**config.mk**
```make
export PLATFORM = sky130hd
export DESIGN_NAME = fetch_align_buf
export DESIGN_NICKNAME = d
export VERILOG_FILES = /design/src/rtl/fetch_align_buf_pkg.sv /design/src/rtl/fetch_align_buf_rvc_expand.sv /design/src/rtl/fetch_align_buf.sv
export SDC_FILE = /design/constraint.sdc
export NUM_CORES = 1
export LEC_CHECK = 0
export ABC_AREA = 1
export CAP_MARGIN = 30
export CORE_ASPECT_RATIO = 1.2
export CORE_MARGIN = 4
export CORE_UTILIZATION = 30
export CTS_CLUSTER_DIAMETER = 100
export DETAILED_ROUTE_END_ITERATION = 12
export PLACE_DENSITY = 0.54
export SLEW_MARGIN = 10
export SYNTH_ARGS = -nofsm -noshare
export SYNTH_HDL_FRONTEND = slang
export SYNTH_HIERARCHICAL = 1
export SYNTH_SLANG_ARGS = --single-unit
```
**constraint.sdc**
```tcl
create_clock -name clk -period 8.3 [get_ports clk]
set_clock_uncertainty 0.1 [all_clocks]
set_input_delay 0.83 -clock clk [delete_from_list [all_inputs] [get_ports clk]]
set_output_delay 0.83 -clock clk [all_outputs]
set_load 0.1 [all_outputs]
```
**src/rtl/fetch_align_buf_pkg.sv**
```systemverilog
// Shared IFU constants: RVC quadrants, expanded opcodes, instruction length.
package fetch_align_buf_pkg;

    localparam logic [1:0] RVC_OPCODE_Q0 = 2'b00;
    localparam logic [1:0] RVC_OPCODE_Q1 = 2'b01;
    localparam logic [1:0] RVC_OPCODE_Q2 = 2'b10;

    localparam logic [6:0] OP_IMM = 7'b0010011;
    localparam logic [6:0] LOAD   = 7'b0000011;
    localparam logic [6:0] STORE  = 7'b0100011;
    localparam logic [6:0] BRANCH = 7'b1100011;
    localparam logic [6:0] JAL    = 7'b1101111;
    localparam logic [6:0] JALR   = 7'b1100111;
    localparam logic [6:0] LUI    = 7'b0110111;
    localparam logic [6:0] OP     = 7'b0110011;

    localparam logic [31:0] EBREAK_INSTR = 32'h0010_0073;

    typedef enum logic {
        LEN_16 = 1'b0,
        LEN_32 = 1'b1
    } instr_len_e;

endpackage

```
**src/rtl/fetch_align_buf_rvc_expand.sv**
```systemverilog
// Combinational RV32C to RV32I expander. Illegal encodings produce all-zero output.
module rvc_expand
    import fetch_align_buf_pkg::*;
#(
    parameter bit C_EXT = 1'b1
) (
    input  logic [15:0] hw,
    output logic [31:0] instr,
    output logic        illegal
);

    logic [4:0]  rd;
    logic [4:0]  rs2;
    logic [4:0]  rdp;
    logic [4:0]  rs1p;
    logic [31:0] raw;
    logic        ill;

    assign rd   = hw[11:7];
    assign rs2  = hw[6:2];
    assign rdp  = {2'b01, hw[4:2]};
    assign rs1p = {2'b01, hw[9:7]};

    // Decode by quadrant and funct3; F/D and RV64-only slots fall to illegal.
    always_comb begin
        raw = '0;
        ill = 1'b0;
        case (hw[1:0])
            RVC_OPCODE_Q0: begin
                case (hw[15:13])
                    3'b000: begin
                        raw = {2'b00, hw[10:7], hw[12:11], hw[5], hw[6], 2'b00, 5'd2, 3'b000, rdp, OP_IMM};
                        ill = (hw[12:5] == 8'd0);
                    end
                    3'b010: raw = {5'b0, hw[5], hw[12:10], hw[6], 2'b00, rs1p, 3'b010, rdp, LOAD};
                    3'b110: raw = {5'b0, hw[5], hw[12], rdp, rs1p, 3'b010, hw[11:10], hw[6], 2'b00, STORE};
                    default: ill = 1'b1;
                endcase
            end
            RVC_OPCODE_Q1: begin
                case (hw[15:13])
                    3'b000: raw = {{7{hw[12]}}, hw[6:2], rd, 3'b000, rd, OP_IMM};
                    3'b001: raw = {hw[12], hw[8], hw[10:9], hw[6], hw[7], hw[2], hw[11], hw[5:3],
                                   hw[12], {8{hw[12]}}, 5'd1, JAL};
                    3'b010: raw = {{7{hw[12]}}, hw[6:2], 5'd0, 3'b000, rd, OP_IMM};
                    3'b011: begin
                        if (rd == 5'd2) begin
                            raw = {{3{hw[12]}}, hw[4:3], hw[5], hw[2], hw[6], 4'b0000, 5'd2, 3'b000, 5'd2, OP_IMM};
                        end else begin
                            raw = {{15{hw[12]}}, hw[6:2], rd, LUI};
                        end
                        ill = ({hw[12], hw[6:2]} == 6'd0);
                    end
                    3'b100: begin
                        case (hw[11:10])
                            2'b00: begin
                                raw = {7'b0000000, hw[6:2], rs1p, 3'b101, rs1p, OP_IMM};
                                ill = hw[12];
                            end
                            2'b01: begin
                                raw = {7'b0100000, hw[6:2], rs1p, 3'b101, rs1p, OP_IMM};
                                ill = hw[12];
                            end
                            2'b10: raw = {{7{hw[12]}}, hw[6:2], rs1p, 3'b111, rs1p, OP_IMM};
                            default: begin
                                case (hw[6:5])
                                    2'b00:   raw = {7'b0100000, rdp, rs1p, 3'b000, rs1p, OP};
                                    2'b01:   raw = {7'b0000000, rdp, rs1p, 3'b100, rs1p, OP};
                                    2'b10:   raw = {7'b0000000, rdp, rs1p, 3'b110, rs1p, OP};
                                    default: raw = {7'b0000000, rdp, rs1p, 3'b111, rs1p, OP};
                                endcase
                                ill = hw[12];
                            end
                        endcase
                    end
                    3'b101: raw = {hw[12], hw[8], hw[10:9], hw[6], hw[7], hw[2], hw[11], hw[5:3],
                                   hw[12], {8{hw[12]}}, 5'd0, JAL};
                    3'b110: raw = {hw[12], {3{hw[12]}}, hw[6:5], hw[2], 5'd0, rs1p, 3'b000,
                                   hw[11:10], hw[4:3], hw[12], BRANCH};
                    default: raw = {hw[12], {3{hw[12]}}, hw[6:5], hw[2], 5'd0, rs1p, 3'b001,
                                    hw[11:10], hw[4:3], hw[12], BRANCH};
                endcase
            end
            RVC_OPCODE_Q2: begin
                case (hw[15:13])
                    3'b000: begin
                        raw = {7'b0000000, hw[6:2], rd, 3'b001, rd, OP_IMM};
                        ill = hw[12];
                    end
                    3'b010: begin
                        raw = {4'b0000, hw[3:2], hw[12], hw[6:4], 2'b00, 5'd2, 3'b010, rd, LOAD};
                        ill = (rd == 5'd0);
                    end
                    3'b100: begin
                        if (!hw[12]) begin
                            if (rs2 == 5'd0) begin
                                raw = {12'b0, rd, 3'b000, 5'd0, JALR};
                                ill = (rd == 5'd0);
                            end else begin
                                raw = {7'b0000000, rs2, 5'd0, 3'b000, rd, OP};
                            end
                        end else if (rs2 == 5'd0) begin
                            raw = (rd == 5'd0) ? EBREAK_INSTR : {12'b0, rd, 3'b000, 5'd1, JALR};
                        end else begin
                            raw = {7'b0000000, rs2, rd, 3'b000, rd, OP};
                        end
                    end
                    3'b110: raw = {4'b0000, hw[8:7], hw[12], rs2, 5'd2, 3'b010, hw[11:9], 2'b00, STORE};
                    default: ill = 1'b1;
                endcase
            end
            default: ill = 1'b1;
        endcase
        if (!C_EXT) begin
            ill = 1'b1;
        end
    end

    assign illegal = ill;
    assign instr   = ill ? 32'd0 : raw;

endmodule

```
**src/rtl/fetch_align_buf.sv**
```systemverilog
// Fetch alignment buffer: halfword queue that realigns fetch words into
// whole (expanded) instructions, with halfword-granular redirect.
module fetch_align_buf
    import fetch_align_buf_pkg::*;
#(
    parameter int          DEPTH_HW = 6,
    parameter bit          C_EXT    = 1'b1,
    parameter logic [31:0] RESET_PC = 32'h8000_0000
) (
    input  logic        clk,
    input  logic        reset,
    input  logic        redirect_valid,
    input  logic [31:0] redirect_pc,
    input  logic        in_valid,
    output logic        in_ready,
    input  logic [31:0] in_word,
    output logic        out_valid,
    input  logic        out_ready,
    output logic [31:0] instr_out,
    output logic        compressed,
    output logic        illegal,
    output logic [31:0] pc_out
);

    localparam int CNT_W = $clog2(DEPTH_HW + 1);

    logic [15:0]      hw_q [DEPTH_HW];
    logic [15:0]      hw_d [DEPTH_HW];
    logic [15:0]      ext  [DEPTH_HW + 2];
    logic [CNT_W-1:0] count_q, count_d;
    logic [31:0]      pc_q, pc_d;
    logic             skip_lo_q, skip_lo_d;

    instr_len_e       head_len;
    logic             push, pop;
    logic [CNT_W-1:0] pop_n, push_n, surv;
    logic [31:0]      exp_instr;
    logic             exp_illegal;
    logic             unused_pc_lsb;

    assign unused_pc_lsb = redirect_pc[0];

    assign head_len  = (hw_q[0][1:0] == 2'b11) ? LEN_32 : LEN_16;
    assign in_ready  = (count_q <= CNT_W'(DEPTH_HW - 2));
    assign out_valid = (count_q >= CNT_W'(2)) || ((count_q == CNT_W'(1)) && (head_len == LEN_16));
    assign push      = in_valid && in_ready;
    assign pop       = out_valid && out_ready;

    rvc_expand #(.C_EXT(C_EXT)) u_rvc_expand (
        .hw      (hw_q[0]),
        .instr   (exp_instr),
        .illegal (exp_illegal)
    );

    // Queue shift on pop, then append pushed halfwords behind the survivors.
    always_comb begin
        pop_n = '0;
        if (pop) begin
            pop_n = (head_len == LEN_32) ? CNT_W'(2) : CNT_W'(1);
        end
        push_n = '0;
        if (push) begin
            push_n = skip_lo_q ? CNT_W'(1) : CNT_W'(2);
        end
        surv = count_q - pop_n;
        for (int i = 0; i < DEPTH_HW; i++) begin
            ext[i] = hw_q[i];
        end
        ext[DEPTH_HW]     = '0;
        ext[DEPTH_HW + 1] = '0;
        for (int i = 0; i < DEPTH_HW; i++) begin
            if (pop_n == CNT_W'(2)) begin
                hw_d[i] = ext[i + 2];
            end else if (pop_n == CNT_W'(1)) begin
                hw_d[i] = ext[i + 1];
            end else begin
                hw_d[i] = ext[i];
            end
            if (push && (surv == CNT_W'(i))) begin
                hw_d[i] = skip_lo_q ? in_word[31:16] : in_word[15:0];
            end
            if (push && !skip_lo_q && ((surv + CNT_W'(1)) == CNT_W'(i))) begin
                hw_d[i] = in_word[31:16];
            end
        end
    end

    // Count, PC and skip flag; a redirect discards this cycle's push and pop.
    always_comb begin
        count_d   = count_q - pop_n + push_n;
        pc_d      = pc_q;
        skip_lo_d = push ? 1'b0 : skip_lo_q;
        if (pop) begin
            pc_d = pc_q + ((head_len == LEN_32) ? 32'd4 : 32'd2);
        end
        if (redirect_valid) begin
            count_d   = '0;
            pc_d      = {redirect_pc[31:1], 1'b0};
            skip_lo_d = redirect_pc[1];
        end
    end

    // Control state with synchronous reset.
    always_ff @(posedge clk) begin
        if (reset) begin
            count_q   <= '0;
            pc_q      <= RESET_PC;
            skip_lo_q <= 1'b0;
        end else begin
            count_q   <= count_d;
            pc_q      <= pc_d;
            skip_lo_q <= skip_lo_d;
        end
    end

    // Halfword storage; contents beyond count are don't-care, so no reset.
    always_ff @(posedge clk) begin
        hw_q <= hw_d;
    end

    // Head instruction: 32-bit passes through, 16-bit goes through the expander.
    always_comb begin
        instr_out  = exp_instr;
        compressed = 1'b1;
        illegal    = exp_illegal;
        if (head_len == LEN_32) begin
            instr_out  = {hw_q[1], hw_q[0]};
            compressed = 1'b0;
            illegal    = 1'b0;
        end
    end

    assign pc_out = pc_q;

endmodule
```
==> results.sh <==
export IMPL_status="finished clean"
export IMPL_dieWidth_um=179
export IMPL_hold_buffers=0
export IMPL_fillCellCount=3678
export IMPL_hold_viol=0
export IMPL_start_kind="register"
export IMPL_synth_top_area_frac=0.274
export IMPL_min_path_type="register to register"
export IMPL_dp_cells=2170
export IMPL_critPathRequiredTime_ns=8.25
export IMPL_grt_pass1_wl_mm=57.5
export IMPL_grt_max_degree=87
export IMPL_die_h_um=213
export IMPL_clock_sinks=131
export IMPL_finalWorstSetupSlack_ns=3.14
export IMPL_synthFlopType="edfxtp_1"
export IMPL_dpl_worst_slack_ns=3.07
export IMPL_routedWlPerCell_um=16.9
export IMPL_htreeDepth=4
export IMPL_cts_tree="built"
export IMPL_path_clk_slew_ns=0.06
export IMPL_finalSetupTns_ns=0
export IMPL_clockBufferDepth=2
export IMPL_power_density_nw_per_um2=348
export IMPL_fp_dieArea_um2=38200
export IMPL_drt_pass1_iterations=5
export IMPL_globalRouteMet3Util=0.0223
export IMPL_detail_route_antenna_nets=0
export IMPL_final_period_minus_worst_setup_slack_ns=5.16
export IMPL_antenna_found_initial=0
export IMPL_synth_edf_count=96
export IMPL_wl_mm=37.2
export IMPL_synthArstFlopShare=0
export IMPL_ys_ff_latch=131
export IMPL_drv_cap=0
export IMPL_ir_worst_vdd_mv=0.180
export IMPL_routabilityCongestion=0.988
export IMPL_grt_use_met1=0.260
export IMPL_utilization=0.373
export IMPL_portBuffers=134
export IMPL_synth_distinct_cells=43
export IMPL_post_synth_cell_area_avg_um2=6.39
export IMPL_cts_setup_buffers=0
export IMPL_rsz0062_at_grt="no"
export IMPL_netlist_top_cells_area="edfxtp_1, nand2_1, dfxtp_1, nor2_1, inv_1"
export IMPL_synthToLayoutAreaGrowth_pct=21.5
export IMPL_grt_busiest_layer="met2"
export IMPL_ios=137
export IMPL_drt_iter0_drc=1006
export IMPL_layout_drive_gt1_share=0.0538
export IMPL_rows=74
export IMPL_syn_inst=1648
export IMPL_synth_warnings=6
export IMPL_nNetsFinal=1810
export IMPL_leakage_nw=5.60
export IMPL_worstSetupPathType="register to register"
export IMPL_use_met2=0.316
export IMPL_hpwlAfterDp_mm=28.9
export IMPL_root_buffer="clkbuf_16"
export IMPL_syn_area_um2=10500
export IMPL_grt_pass1_vias=10200
export IMPL_coreArea_um2=34400
export IMPL_track_usage=0.192
export IMPL_insertion_delay_ns=0.43
export IMPL_worst_ep_arrival_time_ns=5.10
export IMPL_grt_overflow_total=0
export IMPL_yosysSeqAreaShare=0.340
export IMPL_finalCritPeriodShare=0.621
export IMPL_fmax_mhz=194
export IMPL_synth_fp_nets=1724
export IMPL_diodes=0
export IMPL_numCtsBuffers=17
export IMPL_critPathCaptureType="register"
export IMPL_drc=0
export IMPL_stdcell_count=2203
export IMPL_vias=11000
export IMPL_initial_utilization=0.307
export IMPL_routed_via_density=5.00
export IMPL_path_max_fanout=55
export IMPL_ys_top_cells_by_count="nand2_1, nor2_1, inv_1"
export IMPL_setup_viol=0
export IMPL_p_total_mw=4.46
export IMPL_yosysMostFrequentCell="nand2_1"
export IMPL_yosys_area_top_type="edfxtp_1"
export IMPL_slew_headroom=0.318
export IMPL_ctsResizeCount=0
export IMPL_slew_violations=0
export IMPL_tightest_slew_ns=1.02
[through the flow]
stage	hold WS [ns]	cell area (µm²)
floorplan	0.534	10500
finish	0.454	12800
CTS	0.459	12800
global placement	0.429	12100
detailed placement	0.449	12200
global route	0.486	12800
[area by class of cell]
cell class / count / area, µm² / share of cell area
Timing Repair Buffer: 148 / 1520 / 0.119
Inverter: 180 / 676 / 0.0528
Sequential cell: 131 / 3580 / 0.280
Multi-Input combinational cell: 1256 / 5840 / 0.456
Clock buffer: 22 / 454 / 0.0355
Tap cell: 456 / 571 / 0.0446
Clock inverter: 10 / 158 / 0.0123
[critical path: stages (launching register included)]
cell      delay [ns]
edfxtp_1        0.45
nand2_1         0.11
inv_2           0.58
nand3_4         0.66
fa_1            0.65
nand2_1         0.12
nand2_4         0.09
nor2_1          0.12
nand3_2         0.47
nor2_4          0.53
inv_2           0.26
nand3_1         0.60
[cells in the final DEF, fill, tap and decap left out, drive strengths merged]
cell,instances
nand2,586
xor2,9
fa,3
nand4,12
clkdlybuf4s50,134
inv,179
nand3,108
nand3b,8
or2,2
conb,1
clkbuf,22
o21bai,4
nor2,198
edfxtp,96
xnor2,2
nor3,3
o21ai,155
clkinvlp,2
dfxtp,35
o22ai,17
a21boi,1
a21oi,80
buf,14
ha,4
a31oi,10
clkinv,5
o211ai,47
bufinv,4
a22oi,4
o32ai,1
o31ai,1
[state kept, by name, summed over array words and instances, names as in the netlist]
register and count:
pc_out 31, skip_lo_q 1, count_q 3, ext 96
[routing by layer]
metal / vias up / share of wire
li1: 5545 / -
met1: 5033 / 0.45
met2: 364 / 0.47
met3: 65 / 0.049
met4: 0 / 0.028
met5: - / 0
[power breakdown]
part / switching, mW / leakage, nW / total (mW) / internal, mW
logic: 1.93 / 4.12 / 2.56 / 0.630
registers: 0.166 / 1.20 / 1.11 / 0.942
clock network: 0.283 / 0.292 / 0.792 / 0.509
total: 2.38 / 5.60 / 4.46 / 2.08
[path summary, 6_finish.rpt]
check / from / to / slack [ns] / depth (start not counted)
setup reg to reg: ext[113] / ext[69] / 3.14 / 11
hold / removal: pc_out[31] / pc_out[31] / 0.45 / 4
hold reg to reg: pc_out[31] / pc_out[31] / 0.45 / 4
setup / recovery: ext[113] / ext[69] / 3.14 / 11
[kinds of logic after synthesis]
logic type / count (synthesis) / synth area share
fa+ha+maj: 7 / 0.0104
flops: 131 / 0.340
simple gates: 917 / 0.361
xor+xnor: 11 / 0.00914
compound gates: 320 / 0.171
buf+inv: 261 / 0.107
other cells: 1 / 0.000356
Note: power is estimated with default switching activity, not from simulation.
